File: config.mk
export PLATFORM = sky130hd
export DESIGN_NAME = ctrl_pipe_decoder
export DESIGN_NICKNAME = d
export VERILOG_FILES = /design/src/rtl/ctrl_pkg.sv /design/src/rtl/ctrl_decode_comb.sv /design/src/rtl/ctrl_pipe_decoder.sv
export SDC_FILE = /design/constraint.sdc
export NUM_CORES = 1
export LEC_CHECK = 0
export ABC_AREA = 1
export CAP_MARGIN = 20
export CORE_AREA = 10 10 68 70
export DETAILED_ROUTE_END_ITERATION = 10
export DIE_AREA = 0 0 78 80
export HOLD_SLACK_MARGIN = 0.06
export PLACE_DENSITY = 0.84
export SKIP_CTS_REPAIR_TIMING = 1
export SYNTH_ARGS = -nofsm -noshare
export SYNTH_HDL_FRONTEND = slang
export SYNTH_SLANG_ARGS = --single-unit
File: constraint.sdc
create_clock -name clock -period 3.1 [get_ports clock]
set_clock_uncertainty 0.15 [all_clocks]
set_input_delay 0.31 -clock clock [delete_from_list [all_inputs] [get_ports clock]]
set_output_delay 0.31 -clock clock [all_outputs]
set_load 0.02 [all_outputs]
File: src/rtl/ctrl_pkg.sv
// Shared opcode, control-bundle and exception encodings for the ID-stage
// control decoder, plus the decode result struct and FSM state type.
package ctrl_pkg;

  localparam int BUNDLE_W = 15;

  localparam logic [4:0] OPC_R    = 5'b00000;
  localparam logic [4:0] OPC_01   = 5'b00001;
  localparam logic [4:0] OPC_02   = 5'b00010;
  localparam logic [4:0] OPC_03   = 5'b00011;
  localparam logic [4:0] OPC_04   = 5'b00100;
  localparam logic [4:0] OPC_ADDI = 5'b00101;
  localparam logic [4:0] OPC_06   = 5'b00110;
  localparam logic [4:0] OPC_SW   = 5'b00111;
  localparam logic [4:0] OPC_LW   = 5'b01000;
  localparam logic [4:0] OPC_15   = 5'b10101;
  localparam logic [4:0] OPC_16   = 5'b10110;

  localparam logic [4:0] ALUOP_MUL = 5'b00110;
  localparam logic [4:0] ALUOP_DIV = 5'b00111;

  // {setx,r30,all0,rsmux,pc2,pc1,jal,r31,br,dmwe,aluinb,dmwe_o,rwe,rdst,rwd}
  localparam int B_SETX = 14, B_R30 = 13, B_ALL0 = 12, B_RSMUX = 11, B_PC2 = 10;
  localparam int B_PC1  = 9,  B_JAL = 8,  B_R31  = 7,  B_BR    = 6,  B_DMWE = 5;
  localparam int B_ALUINB = 4, B_DMWE_O = 3, B_RWE = 2, B_RDST = 1, B_RWD = 0;

  localparam logic [BUNDLE_W-1:0] CTL_NOP  = 15'b000000000000000;
  localparam logic [BUNDLE_W-1:0] CTL_R    = 15'b000000000000100;
  localparam logic [BUNDLE_W-1:0] CTL_ADDI = 15'b000000000010110;
  localparam logic [BUNDLE_W-1:0] CTL_LW   = 15'b000000000010111;
  localparam logic [BUNDLE_W-1:0] CTL_SW   = 15'b000000000111001;
  localparam logic [BUNDLE_W-1:0] CTL_01   = 15'b000001000000100;
  localparam logic [BUNDLE_W-1:0] CTL_02   = 15'b000000001001100;
  localparam logic [BUNDLE_W-1:0] CTL_03   = 15'b000001110000100;
  localparam logic [BUNDLE_W-1:0] CTL_04   = 15'b000010000001100;
  localparam logic [BUNDLE_W-1:0] CTL_06   = 15'b000100001001100;
  localparam logic [BUNDLE_W-1:0] CTL_16   = 15'b001100001000100;
  localparam logic [BUNDLE_W-1:0] CTL_15   = 15'b110000000000100;

  localparam logic [1:0] EXC_NONE = 2'd0;
  localparam logic [1:0] EXC_MUL  = 2'd1;
  localparam logic [1:0] EXC_DIV  = 2'd2;
  localparam logic [1:0] EXC_TMO  = 2'd3;

  typedef enum logic {ST_IDLE = 1'b0, ST_WAIT = 1'b1} state_t;

  typedef struct packed {
    logic [BUNDLE_W-1:0] ctrl;
    logic                addi;
    logic                sw;
    logic                lw;
    logic                is_md;
    logic                is_div;
  } dec_t;

endpackage

File: src/rtl/ctrl_decode_comb.sv
// Pure combinational opcode/aluop decode into control bundle, side signals
// and mul/div classification.
module ctrl_decode_comb import ctrl_pkg::*; #(
  parameter int OP_W       = 5,
  parameter int ALUOP_W    = 5,
  parameter int SUPPORT_MD = 1
) (
  input  logic [OP_W-1:0]    opcode,
  input  logic [ALUOP_W-1:0] aluop,
  output dec_t               dec
);

  always_comb begin
    dec = '0;
    case (opcode)
      OP_W'(OPC_R):    dec.ctrl = CTL_R;
      OP_W'(OPC_01):   dec.ctrl = CTL_01;
      OP_W'(OPC_02):   dec.ctrl = CTL_02;
      OP_W'(OPC_03):   dec.ctrl = CTL_03;
      OP_W'(OPC_04):   dec.ctrl = CTL_04;
      OP_W'(OPC_ADDI): dec.ctrl = CTL_ADDI;
      OP_W'(OPC_06):   dec.ctrl = CTL_06;
      OP_W'(OPC_SW):   dec.ctrl = CTL_SW;
      OP_W'(OPC_LW):   dec.ctrl = CTL_LW;
      OP_W'(OPC_15):   dec.ctrl = CTL_15;
      OP_W'(OPC_16):   dec.ctrl = CTL_16;
      default:         dec.ctrl = CTL_NOP;
    endcase
    dec.addi = (opcode == OP_W'(OPC_ADDI));
    dec.sw   = (opcode == OP_W'(OPC_SW));
    dec.lw   = (opcode == OP_W'(OPC_LW));
    // With sequencing disabled, mul/div fall through as ordinary R-type.
    dec.is_md  = (SUPPORT_MD != 0) && (opcode == OP_W'(OPC_R)) &&
                 ((aluop == ALUOP_W'(ALUOP_MUL)) || (aluop == ALUOP_W'(ALUOP_DIV)));
    dec.is_div = dec.is_md && (aluop == ALUOP_W'(ALUOP_DIV));
  end

endmodule

File: src/rtl/ctrl_pipe_decoder.sv
// Registered, handshaked ID-stage control decoder with mul/div sequencing
// (start/ready/exception) and a WAIT-state timeout.
module ctrl_pipe_decoder import ctrl_pkg::*; #(
  parameter int OP_W       = 5,
  parameter int ALUOP_W    = 5,
  parameter int CTRL_W     = 15,
  parameter int MD_TIMEOUT = 40,
  parameter int SUPPORT_MD = 1
) (
  input  logic               clock,
  input  logic               reset_n,
  input  logic               in_valid,
  output logic               in_ready,
  input  logic [OP_W-1:0]    opcode,
  input  logic [ALUOP_W-1:0] aluop,
  input  logic               flush,
  input  logic               ex_ready,
  output logic               out_valid,
  output logic [CTRL_W-1:0]  ctrl_out,
  output logic               addi_out,
  output logic               sw_out,
  output logic               lw_out,
  output logic               md_start,
  output logic               md_is_div,
  output logic               md_busy,
  input  logic               md_ready,
  input  logic               md_exception,
  output logic               exc_valid,
  output logic [1:0]         exc_code
);

  localparam int CNT_W = $clog2(MD_TIMEOUT + 1);

  state_t             state_q, state_d;
  logic [CNT_W-1:0]   cnt_q, cnt_d;
  dec_t               dec;
  logic               accept;
  logic               ov_d, addi_d, sw_d, lw_d, start_d, isdiv_d, excv_d;
  logic [CTRL_W-1:0]  ctrl_d;
  logic [1:0]         excc_d;

  ctrl_decode_comb #(.OP_W(OP_W), .ALUOP_W(ALUOP_W), .SUPPORT_MD(SUPPORT_MD)) u_dec (
    .opcode (opcode),
    .aluop  (aluop),
    .dec    (dec)
  );

  // Qualified by reset so every output reads 0 while reset is held.
  assign in_ready = reset_n & (state_q == ST_IDLE) & (~out_valid | ex_ready);
  assign accept   = in_valid & in_ready & ~flush;
  assign md_busy  = (state_q == ST_WAIT);

  always_comb begin
    state_d = state_q;
    cnt_d   = cnt_q;
    ov_d    = out_valid;
    ctrl_d  = ctrl_out;
    addi_d  = addi_out;
    sw_d    = sw_out;
    lw_d    = lw_out;
    start_d = 1'b0;
    isdiv_d = md_is_div;
    excv_d  = 1'b0;
    excc_d  = EXC_NONE;
    if (flush) begin
      state_d = ST_IDLE;
      cnt_d   = '0;
      ov_d    = 1'b0;
    end else begin
      case (state_q)
        ST_IDLE: begin
          if (accept && dec.is_md) begin
            ov_d    = 1'b0;
            start_d = 1'b1;
            isdiv_d = dec.is_div;
            state_d = ST_WAIT;
            cnt_d   = '0;
          end else if (accept) begin
            ov_d   = 1'b1;
            ctrl_d = CTRL_W'(dec.ctrl);
            addi_d = dec.addi;
            sw_d   = dec.sw;
            lw_d   = dec.lw;
          end else if (ex_ready) begin
            ov_d = 1'b0;
          end
        end
        ST_WAIT: begin
          // Ready wins over a timeout landing in the same cycle.
          if (md_ready) begin
            state_d = ST_IDLE;
            cnt_d   = '0;
            ov_d    = 1'b1;
            ctrl_d  = CTRL_W'(CTL_R);
            addi_d  = 1'b0;
            sw_d    = 1'b0;
            lw_d    = 1'b0;
            if (md_exception) begin
              excv_d = 1'b1;
              excc_d = md_is_div ? EXC_DIV : EXC_MUL;
            end
          end else if (cnt_q == CNT_W'(MD_TIMEOUT - 1)) begin
            state_d = ST_IDLE;
            cnt_d   = '0;
            excv_d  = 1'b1;
            excc_d  = EXC_TMO;
          end else begin
            cnt_d = cnt_q + CNT_W'(1);
          end
        end
        default: state_d = ST_IDLE;
      endcase
    end
  end

  always_ff @(posedge clock or negedge reset_n) begin
    if (!reset_n) begin
      state_q   <= ST_IDLE;
      cnt_q     <= '0;
      out_valid <= 1'b0;
      ctrl_out  <= '0;
      addi_out  <= 1'b0;
      sw_out    <= 1'b0;
      lw_out    <= 1'b0;
      md_start  <= 1'b0;
      md_is_div <= 1'b0;
      exc_valid <= 1'b0;
      exc_code  <= EXC_NONE;
    end else begin
      state_q   <= state_d;
      cnt_q     <= cnt_d;
      out_valid <= ov_d;
      ctrl_out  <= ctrl_d;
      addi_out  <= addi_d;
      sw_out    <= sw_d;
      lw_out    <= lw_d;
      md_start  <= start_d;
      md_is_div <= isdiv_d;
      exc_valid <= excv_d;
      exc_code  <= excc_d;
    end
  end

endmodule

# --- Yosys cells after proc, flatten, opt, wreduce, memory -nomap -nowiden ---
# Memories as Yosys holds them, arrays and structs flattened.
# Index checks and enable logic that the tools add are counted.
word_totals:
  ram_bits: 0
  romBits: 480
  in_bits: 17
  n_memories: 1
  reg_bits: 31
  latch_bits: 0
  wordCells: 84
  output_inout_bits: 26
memory_table:
  columns: ["memory", "words", "width", "read_ports", "rd_clocked_by_memory_dff", "write_ports", "line_no", "rtl"]
  rows:
  - ["(name not given)", 32, 15, 1, 0, 0, "ctrl_decode_comb.sv:15", "case (opcode)"]
classes:
  div: 0
  n_reduce_logical: 8
  eq_ne: 12
  add_sub_neg: 1
  magnitude_cmp: 0
  n_bitwise: 8
  multipliers: 0
  n_mux: 43
  n_shift: 0
ops:
  columns: ["op", "count"]
  rows:
  - ["two-way mux 15 bit", 3]
  - ["case mux 15 bit (2 select lines)", 1]
  - ["two-way mux 6 bit", 4]
  - ["two-way mux 1 bit", 23]
  - ["equality test 5 x 3 -> 1 bit, second input constant", 4]
  - ["two-way mux 2 bit", 6]
  - ["case mux 6 bit (2 select lines)", 1]
  - ["case mux 1 bit (2 select lines)", 5]
  - ["adder 6 x 1 -> 6 bit, second input constant", 1]
  - ["equality test 6 bit, second input constant", 1]
  - ["!= test 2 bit, second input constant", 3]
  - ["equality test 5 x 4 -> 1 bit, second input constant", 1]
  - ["logical NOT 5 bit", 1]
  - ["!= test 5 x 4 -> 1 bit, second input constant", 1]
  - ["bitwise AND 1 bit", 4]
  - ["AND reduction 4 bit", 1]
  - ["logical AND 1 bit", 3]
  - ["!= test 3 x 2 -> 1 bit, second input constant", 1]
  - ["!= test 3 bit, second input constant", 1]
  - ["inverter 1 bit", 3]
  - ["AND reduction 3 bit", 1]
  - ["AND reduction 2 bit", 1]
  - ["logical OR 1 bit", 1]
  - ["bitwise OR 1 bit", 1]

# --- Depth between registers and ports, before layout ---
logic_depth:
  word_depth: 9
  ltp_mapped: 11
  depth_no_buf: 10

# --- By module ---
# A second synthesis with hierarchy kept.
unflattened:
  cells_unflattened: 219
  hier_area_um2: 1707.9
modules_own_cells:
  columns: ["mod", "cells_per_inst", "area_per_inst_um2", "seq_area_each_um2", "n_inst"]
  rows:
  - ["ctrl_pipe_decoder", 166, 1403.8, 775.7, 1]
  - ["ctrl_decode_comb", 53, 304.0, 0.0, 1]

# --- Least setup slack after synthesis ---
# OpenSTA, ideal clock, no wires.
synth_path:
  path_kind: "register -> register"
  from: "reg state_q (netlist: md_busy)"
  to: "reg ctrl_out[5]"
  setup_ns: 0.118
  setup_slack_ns: 1.503
  required_ns: 2.832
  path_stages_with_launch: 11
  n_path_buf: 2
  t_arrival_ns: 1.328
  period_less_slack_ns: 1.597
  cell_sequence: "dfrtp_1 -> buf_6 -> nor2_4 -> nand3_2 -> nor2_2 -> nand2_2 -> nand2_4 -> nand2_4 -> buf_6 -> nand2_1 -> nand2_1"
synth_via:
  elab_chain_cells: 8
  elab_cells_between_ends: 11
  cone_classes: "eq/ne: 3; mux: 1; bitwise: 5; reduce/logical: 2"
synth_rtl:
  columns: ["element", "line_no", "rtl"]
  rows:
  - ["start: declaration", "ctrl_pipe_decoder.sv:34", "state_t state_q, state_d;"]
  - ["start signal: assignment", "ctrl_pipe_decoder.sv:130", "state_q <= state_d;"]
  - ["inverter 1 bit", null, null]
  - ["bitwise AND 1 bit (2 in a row)", "ctrl_pipe_decoder.sv:49", "assign in_ready = reset_n & (state_q == ST_IDLE) & (~out_valid | ex_ready);"]
  - ["bitwise AND 1 bit (2 in a row)", "ctrl_pipe_decoder.sv:50", "assign accept = in_valid & in_ready & ~flush;"]
  - ["logical AND 1 bit", "ctrl_pipe_decoder.sv:72", "if (accept && dec.is_md) begin"]
  - ["!= test 2 bit (no source line)", null, null]
  - ["AND reduction 4 bit (no source line)", null, null]
  - ["end signal: assignment", "ctrl_pipe_decoder.sv:133", "ctrl_out <= ctrl_d;"]
  - ["end: declaration", "ctrl_pipe_decoder.sv:19", "output logic [CTRL_W-1:0] ctrl_out,"]
# Parallel ways exist; a longest one is shown, timed or not.
# A chain may end at the register's enable or synchronous reset.

# --- Final worst setup path ---
layout_path:
  from: "reg state_q (netlist: md_busy)"
  to: "out in_ready"
layout_via:
  elab_chain_cells: 3
layout_rtl:
  columns: ["element", "line_no", "rtl"]
  rows:
  - ["inverter 1 bit", null, null]
  - ["bitwise AND 1 bit (2 in a row)", "ctrl_pipe_decoder.sv:49", null]
  - ["end: declaration", "ctrl_pipe_decoder.sv:13", "output logic in_ready,"]
# Every way passes these cells.

==> impl_metrics.tcl <==
set metrics [dict create \
    outcome "finished, final reports clean" \
    drt-pass1-iter-count 5 \
    final_cell_mix "nand2_1, clkdlybuf4s50_1, dfrtp_1, nand3_1, inv_1" \
    dp_hpwl_um 3130 \
    rows 21 \
    top_layer_used "met4" \
    async_flop_share_pct 100 \
    grt_pass1_wl_um 6800 \
    hold_viol_final 0 \
    synth_cell_types 26 \
    route.met3.wl_um 252 \
    synth_nets 246 \
    dpl.cell_count 304 \
    arrival_ns 1.90 \
    power_density_nw_per_um2 373 \
    fmax_mhz 424 \
    rsz0062_at_grt "false" \
    maxCapViolCount 0 \
    tns_ns 0 \
    netlist_instances 223 \
    wl_per_cell_um 12.6 \
    route.detailed.drc 0 \
    tritoncts "built" \
    setup_viol 0 \
    start_util_pct 50.8 \
    clk_pin_slew_ns 0.10 \
    synth-seq-cells 29 \
    hold_class "input pin to asynchronous set/reset pin" \
    chipHeight_um 80 \
    antenna_found_initial 0 \
    post-route-util_pct 65.8 \
    worstSetupPathType "flop to primary output" \
    dieWidth_um 78 \
    dieArea_sq_um 6240 \
    cts-buffers-inserted 5 \
    wl_met1_um 1880 \
    cp-end-kind "primary output" \
    grt_max_degree 30 \
    cts.sink_count 29 \
    detailroute.wirelength.met2_um 1730 \
    vias 1541 \
    nets 288 \
    overflow 0 \
    io_buffers 42 \
    grt_pass1_vias 1456 \
    routed_wl_um 3930 \
    core_area_sq_um 3280 \
    yosysSeqAreaShare_pct 43.5 \
    antennaDiodeCount 0 \
    yosys_warnings 0 \
    grt_use_total_pct 13.4 \
    final_common_cell "nand2_1" \
    place.gp.congestion 0.969 \
    worst_pin_slew_ns 0.617 \
    period_needed_ns 2.36 \
    clock_latency_ns 0.34 \
    instances_no_fill 312 \
    syn_to_final_growth_pct 29.6 \
    io_pins 43 \
    routed_via_density 4.94 \
    synthFlopType "dfrtp_1" \
    synth_edf_count 0 \
    start_kind "flop" \
    ir_drop_mv 0.214 \
    fin_crit_sh_pct 76.0 \
    critPathRequiredTime_ns 2.64 \
    first_iter_violations 130 \
    critPathMaxFanout 19 \
    p_total_uw 806 \
    cts_root_buf "clkbuf_4" \
    final-max-slew-violation-count 0 \
    cts_max_path_buffers 2 \
    drive_above_1_share_pct 6.77 \
    relSlewSlack_pct 58.9 \
    syn_area_sq_um 1670 \
    p_leak_uw 0.00111 \
    cts.htree.levels 2 \
    ant_nets 0 \
    avgSynthCellArea_sq_um 7.48 \
]
[final cells by class]
cell class | count | area, sq um
Inverter | 25 | 93.8
Timing Repair Buffer | 43 | 428
Multi-Input combinational cell | 161 | 787
Clock inverter | 1 | 5.00
Tap cell | 46 | 57.6
Sequential cell | 29 | 726
Clock buffer | 7 | 65.1
Fill cell | 284 | 1120
[sequential cells by signal (all words and copies together), names as in the netlist]
name	cells
md_busy	1
ctrl_out	13
exc_code	2
md_start	1
sw_out	1
lw_out	1
out_valid	1
exc_valid	1
addi_out	1
md_is_div	1
cnt_q	6
[synthesized netlist by cell type (2+ instances only)]
cell type | number | share of area [%]
a21oi_1 | 3 | 0.90
buf_4 | 4 | 1.8
buf_6 | 2 | 1.4
dfrtp_1 | 29 | 44
ha_1 | 6 | 4.5
inv_1 | 24 | 5.4
nand2_1 | 72 | 16
nand2_4 | 2 | 1.4
nand3_1 | 28 | 8.4
nand4_1 | 4 | 1.5
nor2_1 | 19 | 4.3
nor2_2 | 3 | 1.1
nor3_1 | 7 | 2.1
o21ai_0 | 7 | 2.1
xor2_1 | 2 | 1.1
[worst max-delay path, stage by stage, from the launching register on]
cell	delay, ns
dfrtp_1	0.61
nor2_4	0.22
and2_1	0.13
clkdlybuf4s50_1	0.60
[per-layer routing]
layer / vias up / track usage (%)
met5: - / 0
met4: 0 / 5.91
met3: 6 / 4.17
met2: 58 / 19.8
met1: 689 / 17.4
li1: 788 / -
[path summary, 6_finish.rpt]
check,from,end,slack [ns],depth (start not counted)
hold reg to reg,addi_out,addi_out,0.33,2
max in group asynchronous,reset_n,exc_valid,2.32,2
hold / removal,reset_n,ctrl_out[1],0.21,2
setup reg to reg,md_busy,out_valid,1.10,6
min in group clock,addi_out,addi_out,0.33,2
setup / recovery,md_busy,in_ready,0.74,3
[power by group]
group,internal [uW],switching (uW)
sequential,392,8.35
clock,131,135
combinational,61.7,78.1
[metrics by stage]
step	hold slack [ns]	instance area, sq um	worst slack [ns]
finish	0.213	2160	0.743
global route	0.256	2160	0.659
CTS	0.230	2160	0.746
detailed placement	0.308	2090	0.836
global placement	0.308	2090	0.934
floorplan	-0.136	1670	1.50
[logic make-up (layout without fill, tap and decap cells)]
logic type | count (synthesis) | after routing | share of synthesized area (%)
AND/OR/NAND/NOR | 140 | 140 | 37.4
AO/OA/AOI/OAI | 13 | 13 | 4.28
buffers and inverters | 33 | 76 | 9.30
adder cells (fa/ha/maj) | 6 | 6 | 4.50
flip-flops | 29 | 29 | 43.5
XOR/XNOR | 2 | 2 | 1.05
Note: power is estimated with default switching activity, not from simulation.
